[src/rtl/mnist_selftest_seq.sv]
// mnist_selftest_seq: on-board self-test sequencer that sweeps every embedded image through the
// accelerator, checks each result against its label, then confirms that an out-of-range select reads invalid.
`default_nettype none

module mnist_selftest_seq #(
   parameter int                 N_IMG       = 3,
   parameter int                 SEL_W       = 2,
   parameter logic [4*N_IMG-1:0] LABELS      = 12'h326,
   parameter int                 TIMEOUT_CYC = 2000000
) (
   input  logic             clk,
   input  logic             rst,
   input  logic             run,
   output logic             acc_start,
   output logic [SEL_W-1:0] acc_img_sel,
   input  logic [3:0]       acc_digit,
   input  logic             acc_done,
   input  logic             acc_valid,
   output logic             busy,
   output logic             sweep_done,
   output logic [SEL_W-1:0] pass_cnt,
   output logic [SEL_W-1:0] fail_cnt,
   output logic [N_IMG-1:0] fail_mask,
   output logic             inval_ok,
   output logic             timeout_err,
   output logic [3:0]       last_digit
);

   localparam int TW = (TIMEOUT_CYC > 1) ? $clog2(TIMEOUT_CYC) : 1;
   localparam logic [TW-1:0]    TMO_LAST = TW'(TIMEOUT_CYC - 1);
   localparam logic [SEL_W-1:0] LAST_IDX = SEL_W'(N_IMG - 1);
   localparam logic [SEL_W-1:0] INV_SEL  = SEL_W'(N_IMG);
   localparam bit               HAS_INV  = (N_IMG < (2 ** SEL_W));

   localparam logic [3:0] S_IDLE   = 4'd0;
   localparam logic [3:0] S_SEL    = 4'd1;
   localparam logic [3:0] S_SETTLE = 4'd2;
   localparam logic [3:0] S_CHKV   = 4'd3;
   localparam logic [3:0] S_START  = 4'd4;
   localparam logic [3:0] S_WAITD  = 4'd5;
   localparam logic [3:0] S_CMP    = 4'd6;
   localparam logic [3:0] S_WAITI  = 4'd7;
   localparam logic [3:0] S_NEXT   = 4'd8;
   localparam logic [3:0] S_INV    = 4'd9;
   localparam logic [3:0] S_INVC   = 4'd10;
   localparam logic [3:0] S_FIN    = 4'd11;

   logic [3:0]       state;
   logic [SEL_W-1:0] idx;
   logic [SEL_W-1:0] sel;
   logic [TW-1:0]    tmo;
   logic [3:0]       label;
   logic [N_IMG-1:0] idx_bit;

   // Strobes decode straight from state so a reset drops them on the very next edge.
   assign acc_start   = (state == S_START);
   assign sweep_done  = (state == S_FIN);
   assign busy        = (state != S_IDLE) && (state != S_FIN);
   assign acc_img_sel = sel;
   assign idx_bit     = N_IMG'(1) << idx;

   always_comb begin
      label = 4'd0;
      for (int i = 0; i < N_IMG; i++) begin
         if (idx == SEL_W'(i)) label = LABELS[4*i +: 4];
      end
   end

   always_ff @(posedge clk) begin
      if (rst) begin
         state       <= S_IDLE;
         idx         <= '0;
         sel         <= '0;
         tmo         <= '0;
         pass_cnt    <= '0;
         fail_cnt    <= '0;
         fail_mask   <= '0;
         inval_ok    <= 1'b0;
         timeout_err <= 1'b0;
         last_digit  <= 4'd0;
      end else begin
         case (state)
            S_IDLE: begin
               if (run) begin
                  pass_cnt    <= '0;
                  fail_cnt    <= '0;
                  fail_mask   <= '0;
                  inval_ok    <= 1'b0;
                  timeout_err <= 1'b0;
                  idx         <= '0;
                  state       <= S_SEL;
               end
            end
            S_SEL: begin
               sel   <= idx;
               state <= S_SETTLE;
            end
            S_SETTLE: state <= S_CHKV;
            S_CHKV: begin
               if (!acc_valid) begin
                  fail_cnt  <= fail_cnt + 1'b1;
                  fail_mask <= fail_mask | idx_bit;
                  state     <= S_NEXT;
               end else if (!acc_done) begin
                  state <= S_START;
               end
            end
            S_START: begin
               tmo   <= '0;
               state <= S_WAITD;
            end
            S_WAITD: begin
               if (acc_done) begin
                  last_digit <= acc_digit;
                  state      <= S_CMP;
               end else if (tmo == TMO_LAST) begin
                  // Accelerator state is unknown after a hang, so the rest of the sweep is dropped.
                  timeout_err <= 1'b1;
                  fail_cnt    <= fail_cnt + 1'b1;
                  fail_mask   <= fail_mask | idx_bit;
                  state       <= S_FIN;
               end else begin
                  tmo <= tmo + 1'b1;
               end
            end
            S_CMP: begin
               if (last_digit == label) begin
                  pass_cnt <= pass_cnt + 1'b1;
               end else begin
                  fail_cnt  <= fail_cnt + 1'b1;
                  fail_mask <= fail_mask | idx_bit;
               end
               state <= S_WAITI;
            end
            S_WAITI: if (!acc_done) state <= S_NEXT;
            S_NEXT: begin
               if (idx == LAST_IDX) begin
                  state <= HAS_INV ? S_INV : S_FIN;
               end else begin
                  idx   <= idx + 1'b1;
                  state <= S_SEL;
               end
            end
            S_INV: begin
               sel   <= INV_SEL;
               state <= S_INVC;
            end
            S_INVC: begin
               inval_ok <= ~acc_valid;
               state    <= S_FIN;
            end
            S_FIN:   state <= S_IDLE;
            default: state <= S_IDLE;
         endcase
      end
   end

endmodule

`default_nettype wire

[config.mk]
export PLATFORM = sky130hd
export DESIGN_NAME = mnist_selftest_seq
export DESIGN_NICKNAME = d
export VERILOG_FILES = /design/src/rtl/mnist_selftest_seq.sv
export SDC_FILE = /design/constraint.sdc
export NUM_CORES = 1
export LEC_CHECK = 0
export CAP_MARGIN = 0
export CORE_ASPECT_RATIO = 0.6
export CORE_MARGIN = 4
export CORE_UTILIZATION = 60
export CTS_CLUSTER_SIZE = 28
export DETAILED_ROUTE_END_ITERATION = 12
export PLACE_DENSITY = 0.84
export SYNTH_ARGS = -nofsm -noshare
export SYNTH_HDL_FRONTEND = slang
export SYNTH_SLANG_ARGS = --single-unit
[constraint.sdc]
create_clock -name clk -period 3.87 [get_ports clk]
set_input_delay 1.161 -clock clk [delete_from_list [all_inputs] [get_ports clk]]
set_output_delay 1.161 -clock clk [all_outputs]
set_load 0.02 [all_outputs]
==> out/qor.log, run 1 <==
INFO  outcome        run_status=finished clean
INFO  detailed_routing detailroute.via_count=2232
INFO  yosys          postSynthRegisterBits=42
INFO  grt            maximum_number_of_pins_on_one_net_before_global_route_repair=20
INFO  setup_path     critical_path_required=2.71ns
INFO  yosys          post_synth_inst_count=288
INFO  cts            path_clk_slew=0.08ns
INFO  die            die_x_extent=90.3um
INFO  layout         n_fill_cell=305
INFO  sta            setup_viol_count_final=0
INFO  sta            timing.final.max_slew_violations=0
INFO  cts            cts.repair_timing.setup_buffer_count=0
INFO  setup_path     worst_ep_arrival_time=2.14ns
INFO  die            io_pins=27
INFO  sta            finalCritPeriodShare=85.3%
INFO  setup_path     startpoint_class_of_the_critical_path=flip-flop
INFO  die            core_area=3790um^2
INFO  detailed_routing drtPass1Iterations=5
INFO  yosys          syn-mean-instance-area=8.47um^2
INFO  yosys          ys_seq_area_share=34.5%
INFO  cts            h-tree-depth=2
INFO  layout         final_layout_size_suffix_gt1_share=11.7%
INFO  yosys          unique_cell_type_count_in_the_yosys_netlist=63
INFO  power          power_density=310nW/um^2
INFO  yosys          async_flop_share=0%
INFO  sta            setup-tns-final=0ns
INFO  layout         antennaDiodeCount=0
INFO  sta            hold_slack=0.494ns
INFO  power          fraction_of_power_spent_switching_nets=27.0%
INFO  power          power_share_of_the_combinational_group=12.8%
INFO  placement      gp_congestion=0.914
INFO  power          worst_ir_drop_vdd=0.000213V
INFO  detailed_routing detail_route.wirelength=5950um
INFO  sta            skew=0.0103ns
INFO  layout         multi_input_area=1450um^2
INFO  yosys          post_synth_most_frequent_cells=sky130_fd_sc_hd__dfxtp_1 (42), sky130_fd_sc_hd__nand2_1 (32), sky130_fd_sc_hd__a21oi_1 (21)
INFO  detailed_routing detail_route.vias_per_cell=6.27
INFO  die            placementRows=17
INFO  cts            cts_buffer_depth=2
INFO  cts            root_buffer=sky130_fd_sc_hd__clkbuf_8
INFO  detailed_routing drc_errors=0
INFO  cts            ctsResizeCount=0
INFO  cts            tritoncts=yes
INFO  layout         nets=323
INFO  sta            fmax=0.303GHz
INFO  detailed_routing ant_nets=0
INFO  sta            final_hold_viol_count=0
INFO  grt            grt_util_all_layers=24.0%
INFO  power          clock_group_share_of_total_power=34.2%
INFO  cts            worstSkewPairLatency=0.29ns
INFO  sta            worst-slew-pin-transition=0.895ns
INFO  sta            fin_crit=3.30ns
INFO  power          power.net_switching=0.232mW
INFO  detailed_routing detailedRoute.firstIterationViolations=222
INFO  grt            first_pass_grt_wire_length=10000um
INFO  grt            grt_pass1_vias=1981
INFO  yosys          synth_flop_type=sky130_fd_sc_hd__dfxtp_1
INFO  yosys          synth-edff-count=0
INFO  yosys          mappedNetlistArea=2440um^2
INFO  grt            grt_ovf=0
INFO  yosys          synth.net_count=303
INFO  detailed_routing wire_per_inst=16.7um
INFO  yosys          yosysTopAreaCell=sky130_fd_sc_hd__dfxtp_1
INFO  die            initial_core_util=64.4%
INFO  yosys          synth-warning-count=0
INFO  yosys          post-synth-top-count-cell=sky130_fd_sc_hd__dfxtp_1
INFO  power          cellLeakagePower=0.877nW
INFO  cts            clock_sink_total=42
INFO  power          report.power.total=0.861mW
INFO  setup_path     critical_path_peak_fanout=15
INFO  sta            unrepaired_setup_endpoints_after_global_routing=no
INFO  power          intPower=0.629mW
INFO  yosys          yosys-top-cells-area=sky130_fd_sc_hd__dfxtp_1 (34%), sky130_fd_sc_hd__nand2_1 (4.9%), sky130_fd_sc_hd__a21oi_1 (4.3%)
INFO  grt            antenna_found_initial=0
INFO  job            maxCapViolCount=0
INFO  cts            tritoncts.num_buffers=5
INFO  power          pwr-share-seq=53.0%
INFO  cts            cts_hold_buf=0
INFO  sta            slew_limit_headroom=40.0%
INFO  yosys          synthDominantCellAreaShare=34.5%
INFO  die            total_die_area=5180um^2
INFO  hold_path      worstHoldPathType=flip-flop to flip-flop
INFO  layout         layout.area.seq=841um^2
INFO  layout         syn_to_final_growth=13.8%
INFO  setup_path     endpoint_kind=output port
INFO  placement      detailed_place_hpwl=4410um
INFO  die            chipHeight=57.4um
INFO  setup_path     timing.setup.critical_path_class=flip-flop to output port
INFO  placement      port_buffers=26
==> state kept, by name, summed over array words and instances (netlist names) <==
register     cells
acc_img_sel      2
fail_cnt         2
fail_mask        3
idx              2
inval_ok         1
last_digit       4
pass_cnt         2
state            4
timeout_err      1
tmo             21
==> critical path, cell delays in order, from the launching register on <==
cell	delay [ns]
sky130_fd_sc_hd__dfxtp_1	0.71
sky130_fd_sc_hd__inv_2	0.15
sky130_fd_sc_hd__nor4_1	0.32
sky130_fd_sc_hd__clkdlybuf4s50_1	0.67
==> path summary, 6_finish.rpt <==
kind | start | end | slack, ns | cells past startpoint
worst max-delay path | state[1] | sweep_done | 0.57 | 3
worst min-delay path | last_digit[3] | last_digit[3] | 0.49 | 2
worst max register to register | tmo[0] | tmo[14] | 1.46 | 6
worst min register to register | last_digit[3] | last_digit[3] | 0.49 | 2
==> per-stage QoR <==
stage	util (%)	instance area, um^2	setup WS, ns	std cells
floorplan	-	2440	1.04	288
global placement	70.9	2690	0.722	348
detailed placement	70.9	2690	0.671	348
CTS	73.3	2780	0.589	356
global route	73.3	2780	0.486	356
finish	73.3	2780	0.567	356
==> cells in the final DEF, fill, tap and decap left out, types with 2 or more instances in the layout <==
master                            count
sky130_fd_sc_hd__ha_1                 6
sky130_fd_sc_hd__or4_1                4
sky130_fd_sc_hd__inv_1               13
sky130_fd_sc_hd__o21a_1               2
sky130_fd_sc_hd__a2111oi_2            2
sky130_fd_sc_hd__a31o_2               3
sky130_fd_sc_hd__o31ai_2              2
sky130_fd_sc_hd__mux2i_1              8
sky130_fd_sc_hd__nand3_1             14
sky130_fd_sc_hd__and2_1               2
sky130_fd_sc_hd__or2_2                2
sky130_fd_sc_hd__a21oi_1             21
sky130_fd_sc_hd__inv_2                2
sky130_fd_sc_hd__and3_1               2
sky130_fd_sc_hd__dfxtp_1             42
sky130_fd_sc_hd__clkdlybuf4s50_1     26
sky130_fd_sc_hd__o21ai_0              5
sky130_fd_sc_hd__o21ai_1              8
sky130_fd_sc_hd__a31oi_1              4
sky130_fd_sc_hd__nor2_1              20
sky130_fd_sc_hd__or3_1               12
sky130_fd_sc_hd__a211oi_1             7
sky130_fd_sc_hd__a311oi_1             3
sky130_fd_sc_hd__clkbuf_8             6
sky130_fd_sc_hd__a22oi_1              3
sky130_fd_sc_hd__nand2_1             32
sky130_fd_sc_hd__buf_4                2
sky130_fd_sc_hd__nand2b_4             2
sky130_fd_sc_hd__nor4_1               4
sky130_fd_sc_hd__nor4b_1              3
sky130_fd_sc_hd__nand3b_1             2
sky130_fd_sc_hd__o31ai_1              2
sky130_fd_sc_hd__xor2_1               3
sky130_fd_sc_hd__nand4_1              3
sky130_fd_sc_hd__nor3_1               9
==> final cells by class <==
type                    instances  share of cell area (%)
clock buffers                   7                    3.11
multi-input cells             216                    52.4
clock inverters                 1                   0.180
flip-flops and latches         42                    30.3
well taps                      47                    2.12
repair buffers                 28                    9.91
inverters                      15                    2.03
==> layer usage <==
layer  GRT usage (%)  up-vias  part of all wire [%]
li1                -     1100                     -
met1            38.1     1038                    52
met2            32.1       90                    40
met3            6.32        4                   7.2
met4            4.14        0                  0.47
met5               0        -                     0
==> power groups by stage <==
stage,sequential [mW],combinational [mW],clock (mW)
final,0.456,0.110,0.295
after global routing,0.458,0.119,0.320
after CTS,0.456,0.108,0.297
after detailed placement,0.466,0.108,0
after global placement,0.465,0.107,0
after floorplan,0.460,0.0779,0
==> logic make-up (layout without fill, tap and decap cells) <==
kind of cell             Yosys count  in the layout  share of synthesized area (%)
AO/OA/AOI/OAI                     72             72                           21.5
XOR/XNOR                           4              4                           1.44
adder cells (fa/ha/maj)            6              6                           3.08
buffers and inverters             30             51                           5.95
flip-flops                        42             42                           34.5
multiplexers                       9              9                           3.74
AND/OR/NAND/NOR                  125            125                           29.8
Power figures use the tool's default switching activity.
==> inputs of run 2 (changes only) <==
--- a/config.mk
+++ b/config.mk
@@ -6,8 +6,7 @@
 export NUM_CORES = 1
 export LEC_CHECK = 0
 export CAP_MARGIN = 0
-export CORE_ASPECT_RATIO = 0.6
-export CORE_MARGIN = 4
+export CORE_MARGIN = 5
 export CORE_UTILIZATION = 60
 export CTS_CLUSTER_SIZE = 28
 export DETAILED_ROUTE_END_ITERATION = 12
==> run 2 against run 1 <==
Clock skew is 0.0055 ns lower. Sequential share of layout area is 0.23 points lower. Sequential cell count stayed put. Critical path type unchanged.
==> out/qor.log, run 2 (synthesis gave the netlist of run 1 again) <==
INFO  outcome        run_status=finished clean
INFO  placement      detailed_place_hpwl=4100um [-7.2%]
INFO  layout         layout.area.seq=841um^2 [unchanged]
INFO  grt            grt_util_all_layers=21.2% [-2.9 points]
INFO  hold_path      hold_path_depth=2 [unchanged]
INFO  power          pwr-share-seq=50.4% [-2.6 points]
INFO  cts            tritoncts=yes
INFO  setup_path     startpoint_class_of_the_critical_path=flip-flop
INFO  hold_path      hold_path_startpoint=tmo[19]
INFO  detailed_routing detailroute.via_count=2237 [+0.22%]
INFO  cts            root_buffer=sky130_fd_sc_hd__clkbuf_8
INFO  job            maxCapViolCount=0 [unchanged]
INFO  setup_path     r2r-start=tmo[0]
INFO  cts            clock_sink_total=42 [unchanged]
INFO  cts            tritoncts.num_buffers=5 [unchanged]
INFO  sta            fmax=0.302GHz [-0.16%]
INFO  setup_path     endpoint_kind=output port
INFO  grt            grt.met1_usage=29.3% [-8.8 points]
INFO  layout         antennaDiodeCount=0 [unchanged]
INFO  placement      pre_cts_slack=0.662ns [-0.00915 ns]
INFO  hold_path      worstHoldPathType=flip-flop to flip-flop
INFO  sta            setup_viol_count_final=0 [unchanged]
INFO  die            io_pins=27 [unchanged]
INFO  layout         n_fill_cell=333 [+9.2%]
INFO  sta            fin_crit=3.31ns [+0.00513 ns]
INFO  cts            path_clk_slew=0.08ns [about the same]
INFO  detailed_routing ant_nets=0 [unchanged]
INFO  setup_path     timing.setup.critical_path_class=flip-flop to output port
INFO  cts            cts_buffer_depth=2 [unchanged]
INFO  grt            maximum_number_of_pins_on_one_net_before_global_route_repair=30 [+50%]
INFO  power          cellLeakagePower=0.887nW [+1.1%]
INFO  power          fraction_of_power_spent_switching_nets=25.5% [-1.4 points]
INFO  detailed_routing drc_errors=0 [unchanged]
INFO  grt            busiest_layer=met2
INFO  cts            cts.repair_timing.setup_buffer_count=0 [unchanged]
INFO  sta            final_critical_path_setup_slack=0.562ns [-0.00513 ns]
INFO  cts            cts_hold_buf=0 [unchanged]
INFO  cts            ctsResizeCount=0 [unchanged]
INFO  layout         reg_top3=tmo: 21 flops, last_digit: 4 flops, state: 4 flops
INFO  power          report.power.total=0.906mW [+5.2%]
INFO  sta            finalCritPeriodShare=85.5% [+0.13 points]
INFO  layout         most-common-layout-cells=sky130_fd_sc_hd__dfxtp_1 (42), sky130_fd_sc_hd__nand2_1 (32), sky130_fd_sc_hd__clkdlybuf4s50_1 (26)
INFO  power          power_share_of_the_combinational_group=11.9% [-0.9 points]
INFO  sta            final_hold_viol_count=0 [unchanged]
INFO  cts            h-tree-depth=2 [unchanged]
INFO  sta            worst-slew-pin-transition=0.791ns [-0.104 ns]
INFO  sta            unrepaired_setup_endpoints_after_global_routing=no
INFO  layout         max_reg_flops=21 [unchanged]
INFO  layout         layout_commonest_cell=sky130_fd_sc_hd__dfxtp_1
INFO  sta            skew=0.00483ns [-0.00547 ns]
INFO  setup_path     r2r_setup_slack=1.56ns [+0.10 ns]
INFO  detailed_routing wire_per_inst=15.8um [-5.4%]
INFO  layout         multi_input_area=1450um^2 [unchanged]
INFO  grt            grt_pass1_vias=1952 [-1.5%]
INFO  power          intPower=0.675mW [+7.3%]
INFO  layout         final_layout_size_suffix_gt1_share=12.0% [+0.32 points]
INFO  layout         syn_to_final_growth=14.7%
INFO  power          clock_group_share_of_total_power=37.7% [+3.5 points]
INFO  detailed_routing drtPass1Iterations=4 [-1]
INFO  layout         largest-register=tmo
INFO  die            chipHeight=73.8um [+29%]
INFO  placement      port_buffers=26 [unchanged]
INFO  setup_path     critical_path_peak_fanout=11 [-4]
INFO  sta            setup-tns-final=0ns [unchanged]
INFO  die            total_die_area=5440um^2 [+5.0%]
INFO  power          power_density=324nW/um^2 [+4.4%]
INFO  sta            slew_limit_headroom=46.9% [+7.0 points]
INFO  detailed_routing detail_route.vias_per_cell=6.23 [-0.61%]
INFO  die            initial_core_util=61.4% [-3.0 points]
INFO  cts            worstSkewPairLatency=0.29ns [about the same]
INFO  detailed_routing detailedRoute.firstIterationViolations=200 [-9.9%]
INFO  layout         nets=323 [unchanged]
INFO  die            die_x_extent=73.8um [-18%]
INFO  die            placementRows=23 [+6]
INFO  grt            gr-usage-met3=3.28% [-3.0 points]
INFO  die            core_area=3970um^2 [+4.9%]
INFO  grt            globalRouteMet2Util=33.5% [+1.4 points]
INFO  setup_path     worst_ep_arrival_time=2.15ns [about the same]
INFO  grt            grt_ovf=0 [unchanged]
INFO  detailed_routing detail_route.wirelength=5670um [-4.6%]
INFO  power          power.net_switching=0.231mW [-0.40%]
INFO  placement      gp_congestion=0.940 [+2.9%]
INFO  grt            antenna_found_initial=0 [unchanged]
INFO  sta            timing.final.max_slew_violations=0 [unchanged]
INFO  setup_path     worst_reg_to_reg_cells=6 [unchanged]
INFO  setup_path     critical_path_required=2.71ns [about the same]
INFO  hold_path      holdPathEnd=tmo[19]
INFO  setup_path     worst_r2r_endpoint=tmo[14]
INFO  power          worst_ir_drop_vdd=0.000235V [+10%]
INFO  grt            first_pass_grt_wire_length=9090um [-9.5%]
[run 2: cell types whose count changed in the layout (fill, tap and decap cells not counted)]
cell                        delta
sky130_fd_sc_hd__clkbuf_1      -1
sky130_fd_sc_hd__bufinv_16     +1
sky130_fd_sc_hd__clkinv_2      +1
sky130_fd_sc_hd__clkbuf_8      -1
[run 2: power by group through the flow]
stage          Clock (mW)  Sequential (mW)  Combinational, mW
2_1_floorplan           0            0.460             0.0779
4_1_cts             0.346            0.456              0.107
6_report            0.341            0.456              0.108
3_5_place_dp            0            0.466              0.107
3_3_place_gp            0            0.465              0.105
5_1_grt             0.363            0.458              0.118
[run 2: area by class of cell]
class                      count  share of cell area [%]
timing repair buffer          28                    9.84
tap                           50                    2.24
multi-input combinational    216                    52.0
clock buffer                   5                    2.46
inverter                      15                    2.01
clock inverter                 3                    1.43
sequential                    42                    30.1
[run 2: worst max path at each step]
stage               depth (start not counted)         end     start
floorplan                                   4        busy  state[3]
global route                                3  sweep_done  state[3]
detailed placement                          5     tmo[13]  acc_done
global placement                            5     tmo[14]  acc_done
finish                                      3  sweep_done  state[0]
CTS                                         3  sweep_done  state[0]
[run 2: per-layer routing]
layer	part of all wire, %	wire length [um]	up-vias
met5	0	0	-
met4	1.0	57	0
met3	7.3	414	7
met2	47	2640	93
met1	45	2560	1040
li1	-	-	1097
[run 2: critical path, cell delays in order, from the launching register on]
cell                              delay [ns]
sky130_fd_sc_hd__dfxtp_1                0.65
sky130_fd_sc_hd__inv_1                  0.16
sky130_fd_sc_hd__nor4_1                 0.37
sky130_fd_sc_hd__clkdlybuf4s50_1        0.67
[run 2: metrics by stage]
step	hold WS (ns)	utilization, %	std cells	cell area [um^2]
2_1_floorplan	0.444	-	288	2440
3_3_place_gp	0.460	67.7	351	2690
3_5_place_dp	0.469	67.7	351	2690
4_1_cts	0.481	70.4	359	2800
5_1_grt	0.509	70.4	359	2800
6_report	0.482	70.4	359	2800
==> inputs of run 3 (changes only) <==
--- a/config.mk
+++ b/config.mk
@@ -5,7 +5,7 @@
 export SDC_FILE = /design/constraint.sdc
 export NUM_CORES = 1
 export LEC_CHECK = 0
-export CAP_MARGIN = 0
+export CAP_MARGIN = 20
 export CORE_MARGIN = 5
 export CORE_UTILIZATION = 60
 export CTS_CLUSTER_SIZE = 28
==> results of run 3 <==
The final DEF is identical to that of run 2; final timing and power are the same.
